==> config.mk <==
export PLATFORM = sky130hd
export DESIGN_NAME = ederah_kernel_rd_scheduler
export DESIGN_NICKNAME = d
export VERILOG_FILES = /design/src/rtl/ederah_kernel_rd_scheduler.sv
export SDC_FILE = /design/constraint.sdc
export NUM_CORES = 1
export LEC_CHECK = 0
export CAP_MARGIN = 10
export CELL_PAD_IN_SITES_DETAIL_PLACEMENT = 1
export CELL_PAD_IN_SITES_GLOBAL_PLACEMENT = 1
export CORE_ASPECT_RATIO = 2
export CORE_MARGIN = 3
export CORE_UTILIZATION = 37
export DETAILED_ROUTE_END_ITERATION = 10
export PLACE_DENSITY = 0.92
export REMOVE_ABC_BUFFERS = 1
export SETUP_SLACK_MARGIN = 0.05
export SYNTH_ARGS = -nofsm -noshare
export SYNTH_HDL_FRONTEND = slang
export SYNTH_SLANG_ARGS = --single-unit
==> constraint.sdc <==
create_clock -name clk -period 3.6 [get_ports clk]
set_input_delay 0.36 -clock clk [delete_from_list [all_inputs] [get_ports clk]]
set_output_delay 0.36 -clock clk [all_outputs]
set_load 0.02 [all_outputs]
==> src/rtl/ederah_kernel_rd_scheduler.sv <==
// AXI4 read-address sequencer for a kernel read master.
// Splits a start/length command into fixed-size bursts, issues them on AR,
// limits in-flight bursts with an outstanding counter and pulses done once
// every burst has returned its last beat.
module ederah_kernel_rd_scheduler #(
    parameter int C_ADDR_WIDTH      = 64,
    parameter int C_DATA_WIDTH      = 512,
    parameter int C_XFER_SIZE_WIDTH = 32,
    parameter int C_MAX_BURST       = 64,
    parameter int C_MAX_OUTSTANDING = 16
) (
    input  logic                         clk,
    input  logic                         rst_n,
    input  logic                         ctrl_start,
    input  logic [C_ADDR_WIDTH-1:0]      ctrl_addr_offset,
    input  logic [C_XFER_SIZE_WIDTH-1:0] ctrl_xfer_beats,
    output logic                         ctrl_busy,
    output logic                         ctrl_done,
    output logic                         m_axi_arvalid,
    input  logic                         m_axi_arready,
    output logic [C_ADDR_WIDTH-1:0]      m_axi_araddr,
    output logic [7:0]                   m_axi_arlen,
    input  logic                         r_beat_last
);

    localparam int LP_BPB    = C_DATA_WIDTH / 8;
    localparam int LP_STRIDE = C_MAX_BURST * LP_BPB;
    localparam int LP_CNT_W  = $clog2(C_MAX_OUTSTANDING + 1);

    localparam logic [C_XFER_SIZE_WIDTH-1:0] LP_BURST_BEATS = C_XFER_SIZE_WIDTH'(C_MAX_BURST);
    localparam logic [C_XFER_SIZE_WIDTH-1:0] LP_ONE_BURST   = C_XFER_SIZE_WIDTH'(1);
    localparam logic [C_XFER_SIZE_WIDTH-1:0] LP_TWO_BURSTS  = C_XFER_SIZE_WIDTH'(2);
    localparam logic [C_ADDR_WIDTH-1:0]      LP_ADDR_STEP   = C_ADDR_WIDTH'(LP_STRIDE);
    localparam logic [LP_CNT_W-1:0]          LP_CNT_CAP     = LP_CNT_W'(C_MAX_OUTSTANDING);
    localparam logic [LP_CNT_W-1:0]          LP_CNT_ONE     = LP_CNT_W'(1);
    localparam logic [7:0]                   LP_FULL_LEN    = 8'(C_MAX_BURST - 1);

    typedef enum logic [1:0] {
        S_IDLE,
        S_ISSUE,
        S_DRAIN,
        S_DONE
    } state_t;

    state_t                         state;
    state_t                         state_next;

    logic [C_ADDR_WIDTH-1:0]        araddr_q;
    logic [7:0]                     arlen_q;
    logic [7:0]                     last_len_q;
    logic [C_XFER_SIZE_WIDTH-1:0]   bursts_left;
    logic [LP_CNT_W-1:0]            out_cnt;
    logic [LP_CNT_W-1:0]            out_cnt_next;

    logic                           ar_hs;
    logic                           r_dec;
    logic                           start_ok;
    logic [C_XFER_SIZE_WIDTH-1:0]   start_rem;
    logic [C_XFER_SIZE_WIDTH-1:0]   start_bursts;
    logic [7:0]                     start_last_len;

    assign m_axi_arvalid = (state == S_ISSUE) && (out_cnt != LP_CNT_CAP);
    assign m_axi_araddr  = araddr_q;
    assign m_axi_arlen   = arlen_q;
    assign ctrl_busy     = (state != S_IDLE);
    assign ctrl_done     = (state == S_DONE);

    assign ar_hs    = m_axi_arvalid && m_axi_arready;
    assign r_dec    = r_beat_last && (out_cnt != '0);
    assign start_ok = (state == S_IDLE) && ctrl_start;

    // Burst count and tail length derived from the requested beat count.
    always_comb begin
        start_rem      = ctrl_xfer_beats % LP_BURST_BEATS;
        start_bursts   = (ctrl_xfer_beats / LP_BURST_BEATS)
                       + C_XFER_SIZE_WIDTH'(start_rem != '0);
        start_last_len = (start_rem == '0) ? LP_FULL_LEN : 8'(start_rem - LP_ONE_BURST);
    end

    // Outstanding-burst counter update: +1 on AR handshake, -1 on last beat.
    always_comb begin
        out_cnt_next = out_cnt;
        if (ar_hs && !r_dec) begin
            out_cnt_next = out_cnt + LP_CNT_ONE;
        end else if (!ar_hs && r_dec) begin
            out_cnt_next = out_cnt - LP_CNT_ONE;
        end
    end

    // Next-state logic for the command sequencer.
    always_comb begin
        state_next = state;
        unique case (state)
            S_IDLE: begin
                if (ctrl_start) begin
                    state_next = (ctrl_xfer_beats == '0) ? S_DONE : S_ISSUE;
                end
            end
            S_ISSUE: begin
                if (ar_hs && (bursts_left == LP_ONE_BURST)) begin
                    state_next = S_DRAIN;
                end
            end
            S_DRAIN: begin
                if (out_cnt_next == '0) begin
                    state_next = S_DONE;
                end
            end
            S_DONE: begin
                state_next = S_IDLE;
            end
            default: begin
                state_next = S_IDLE;
            end
        endcase
    end

    // State register.
    always_ff @(posedge clk or negedge rst_n) begin
        if (!rst_n) begin
            state <= S_IDLE;
        end else begin
            state <= state_next;
        end
    end

    // Outstanding counter register.
    always_ff @(posedge clk or negedge rst_n) begin
        if (!rst_n) begin
            out_cnt <= '0;
        end else begin
            out_cnt <= out_cnt_next;
        end
    end

    // Burst datapath: capture on start, advance address/length on each handshake.
    always_ff @(posedge clk or negedge rst_n) begin
        if (!rst_n) begin
            araddr_q    <= '0;
            arlen_q     <= '0;
            last_len_q  <= '0;
            bursts_left <= '0;
        end else if (start_ok) begin
            araddr_q    <= ctrl_addr_offset;
            arlen_q     <= (start_bursts == LP_ONE_BURST) ? start_last_len : LP_FULL_LEN;
            last_len_q  <= start_last_len;
            bursts_left <= start_bursts;
        end else if (ar_hs) begin
            araddr_q    <= araddr_q + LP_ADDR_STEP;
            // The burst after this handshake is the final one when two remain now.
            arlen_q     <= (bursts_left == LP_TWO_BURSTS) ? last_len_q : LP_FULL_LEN;
            bursts_left <= bursts_left - LP_ONE_BURST;
        end
    end

endmodule

==> impl_metrics.toml <==
[cells_and_area]
fillcell_total = 2199
post-route-util = 0.528
multi_input_area_um2 = 4010
seqCellArea_um2 = 2930
final-instance-count-excl-fill = 1283
area.growth.synth_to_final_pct = 39.3
num-nets-final = 1131
drive_above_1_share = 0.0914
insertedDiodeCount = 0

[placed_design]
post-place-cells = 1251
gpl.final_weighted_congestion = 0.907
port_buffers = 175
dpl.hpwl_um = 19200
dp_slack_ns = -0.0235

[yosys]
async_flop_share = 1.00
ys_seq_elements = 117
synthTopCellsByArea = "dfrtp_1 (41%), nand2_1 (8.0%), xor2_1 (7.0%)"
synth.yosys.seq_area_share = 0.408
post_synth_num_cell_types = 65
synth_area_leader_cell = "dfrtp_1"
yosys.area.top_type_share = 0.408
most_instantiated_library_cell_after_synthesis = "nand2_1"
netlist_top_cells_count = "nand2_1 (152), dfrtp_1 (117), o21ai_0 (65), nor2_1 (59), xor2_1 (57)"
synth-edff-count = 0
mean_instance_size_in_the_synthesized_netlist_um2 = 8.69
postSynth.topFlopCell = "dfrtp_1"
netlist_instances = 826
ys_warn_count = 0
netlist_area_um2 = 7170

[worst_setup_path]
worstPathArrival_ns = 3.47
worstPathMaxFanout = 5
worst-endpoint-required_ns = 3.85
critPathCaptureType = "register"
critPathLaunchType = "input pin"
critPathKind = "in -> reg"

[drt]
post_route_drc = 0
ant_nets = 0
detail_route.wl_per_cell_um = 19.7
drtIter0Drc = 299
routed_via_density = 5.47
finalWirelength_um = 25300
total_vias_in_the_final_route = 7012
first_pass_iters = 5

[clock_tree]
cts_num_sinks = 117
cts_root_buffer = "clkbuf_16"
resize_count_post_cts = 0
cts_tree = "built"
worstSkewPairLatency_ns = 0.43
cts_max_level = 4
postCtsHoldBufs = 0
cts_buffers = 17
longest_clk_path_bufs = 2
setup_buffers_after_cts = 0
path_clk_slew_ns = 0.05

[sta]
setup_ws_ns = 0.371
timing_hold_violations_final = 0
max_clock_freq_mhz = 310
layout_worst_path_cycle_share = 0.897
totalNegativeSetupSlack_ns = 0
report.final.slew_viol_count = 0
worst_slew_pin_slew_ns = 1.07
period_minus_slack_ns = 3.23
setup_repair_after_global_routing_missed_its_margin = "false"
finalSetupViolCount = 0
timing.max_slew.rel_slack = 0.284
timing.clock.skew_ns = 0.0130
worst_hold_slack_ns = 0.00987

[global_routing]
gr-total-overflow = 0
first_global_vias = 7863
grt_first_pass_wirelength_um = 40800
grtUsageTotal = 0.243
grt_start_max_net_pins = 91
antenna_found_initial = 0

[floorplan]
floorplan.rows = 71
effective_utilization_at_floorplan = 0.379
die_h_um = 203
core_area_um2 = 18900
i_o_pin_count = 176
die_area_um2 = 21200
die_width_um = 104

[outcome]
status = "completed"

[hold_path]
hp-class = "in -> async"

[power]
power.density_nw_per_um2 = 759
total_leakage_power_uw = 0.00397
max-vdd-ir-drop_mv = 0.329

[job]
drv.max_cap_violation_count = 0
## power by group
| group | switching (µW) | internal [µW] |
|---|---|---|
| Combinational | 1750 | 1410 |
| Sequential | 660 | 1880 |
| Clock | 607 | 1280 |
| Total | 3020 | 4570 |
## placed cells by master (no fill, tap or decap), types with 8 or more instances in the layout
cell type and count:
and3_1 19, o21ai_1 13, ha_1 15, a31oi_1 8
inv_1 18, nor2_1 59, nand4_1 24, xnor2_1 55
nand2_1 151, xor2_1 57, clkdlybuf4s50_1 174, o21ai_0 65
nor3_1 21, buf_4 35, clkbuf_16 17, or3_1 9
dfrtp_1 117, nand3_1 43, a21oi_1 10, nor4_1 19
## routing by layer
metal,up-vias,track usage,wire (µm)
met2,211,0.470,14600
met4,0,0.156,1440
li1,3254,-,-
met1,3463,0.230,8560
met5,-,0,0
met3,84,0.0398,774
## state kept, by name (all words and copies together), names as in the netlist
| signal | flops |
|---|---|
| bursts_left | 32 |
| last_len_q | 7 |
| m_axi_araddr | 64 |
| m_axi_arlen | 7 |
| out_cnt | 5 |
| state | 2 |
## per-stage QoR
| step | area, µm² | total power [µW] |
|---|---|---|
| 3_3_place_gp | 9350 | 5480 |
| 5_1_grt | 10000 | 8030 |
| 4_1_cts | 10000 | 7630 |
| 2_1_floorplan | 7000 | 4150 |
| 3_5_place_dp | 9350 | 5670 |
| 6_report | 10000 | 7590 |
## final cells by class
| class | instances | share of cell area |
|---|---|---|
| multi-input cells | 651 | 0.401 |
| flip-flops and latches | 117 | 0.293 |
| repair buffers | 210 | 0.203 |
| clock buffers | 22 | 0.0474 |
| well taps | 255 | 0.0319 |
| clock inverters | 10 | 0.0175 |
| inverters | 18 | 0.00676 |
## cell families after synthesis
logic type                 synth area share
xor gates and xnor gates              0.140
adders and majority gates            0.0276
DFF                                   0.408
AOI/OAI and AO/OA                    0.0940
buffers and inverters                0.0338
muxes                               0.00593
and+or+nand+nor                       0.291
## path summary, 6_finish.rpt
| path | to | startpoint | cells past startpoint | slack [ns] |
|---|---|---|---|---|
| max in group asynchronous | m_axi_araddr[60] | rst_n | 2 | 2.75 |
| worst min register to register | m_axi_araddr[6] | m_axi_araddr[6] | 2 | 0.49 |
| min in group clk | m_axi_araddr[8] | ctrl_addr_offset[8] | 3 | 0.47 |
| worst min-delay path | state[0] | rst_n | 1 | 0.01 |
| worst max register to register | state[1] | out_cnt[0] | 9 | 0.58 |
| worst max-delay path | m_axi_arlen[2] | ctrl_xfer_beats[0] | 14 | 0.37 |
## worst max-delay path, cell delays in order
cell and delay, ns:
clkdlybuf4s50_1 0.53, inv_1 0.07, ha_1 0.21, nand3b_1 0.16, ha_1 0.23, ha_1 0.23
nand2_1 0.10, buf_4 0.17, nor3_2 0.34, nand3_1 0.16, xnor2_1 0.20, nor4bb_1 0.26
and4b_1 0.33, a22oi_1 0.12
(Power assumes the default switching activity.)
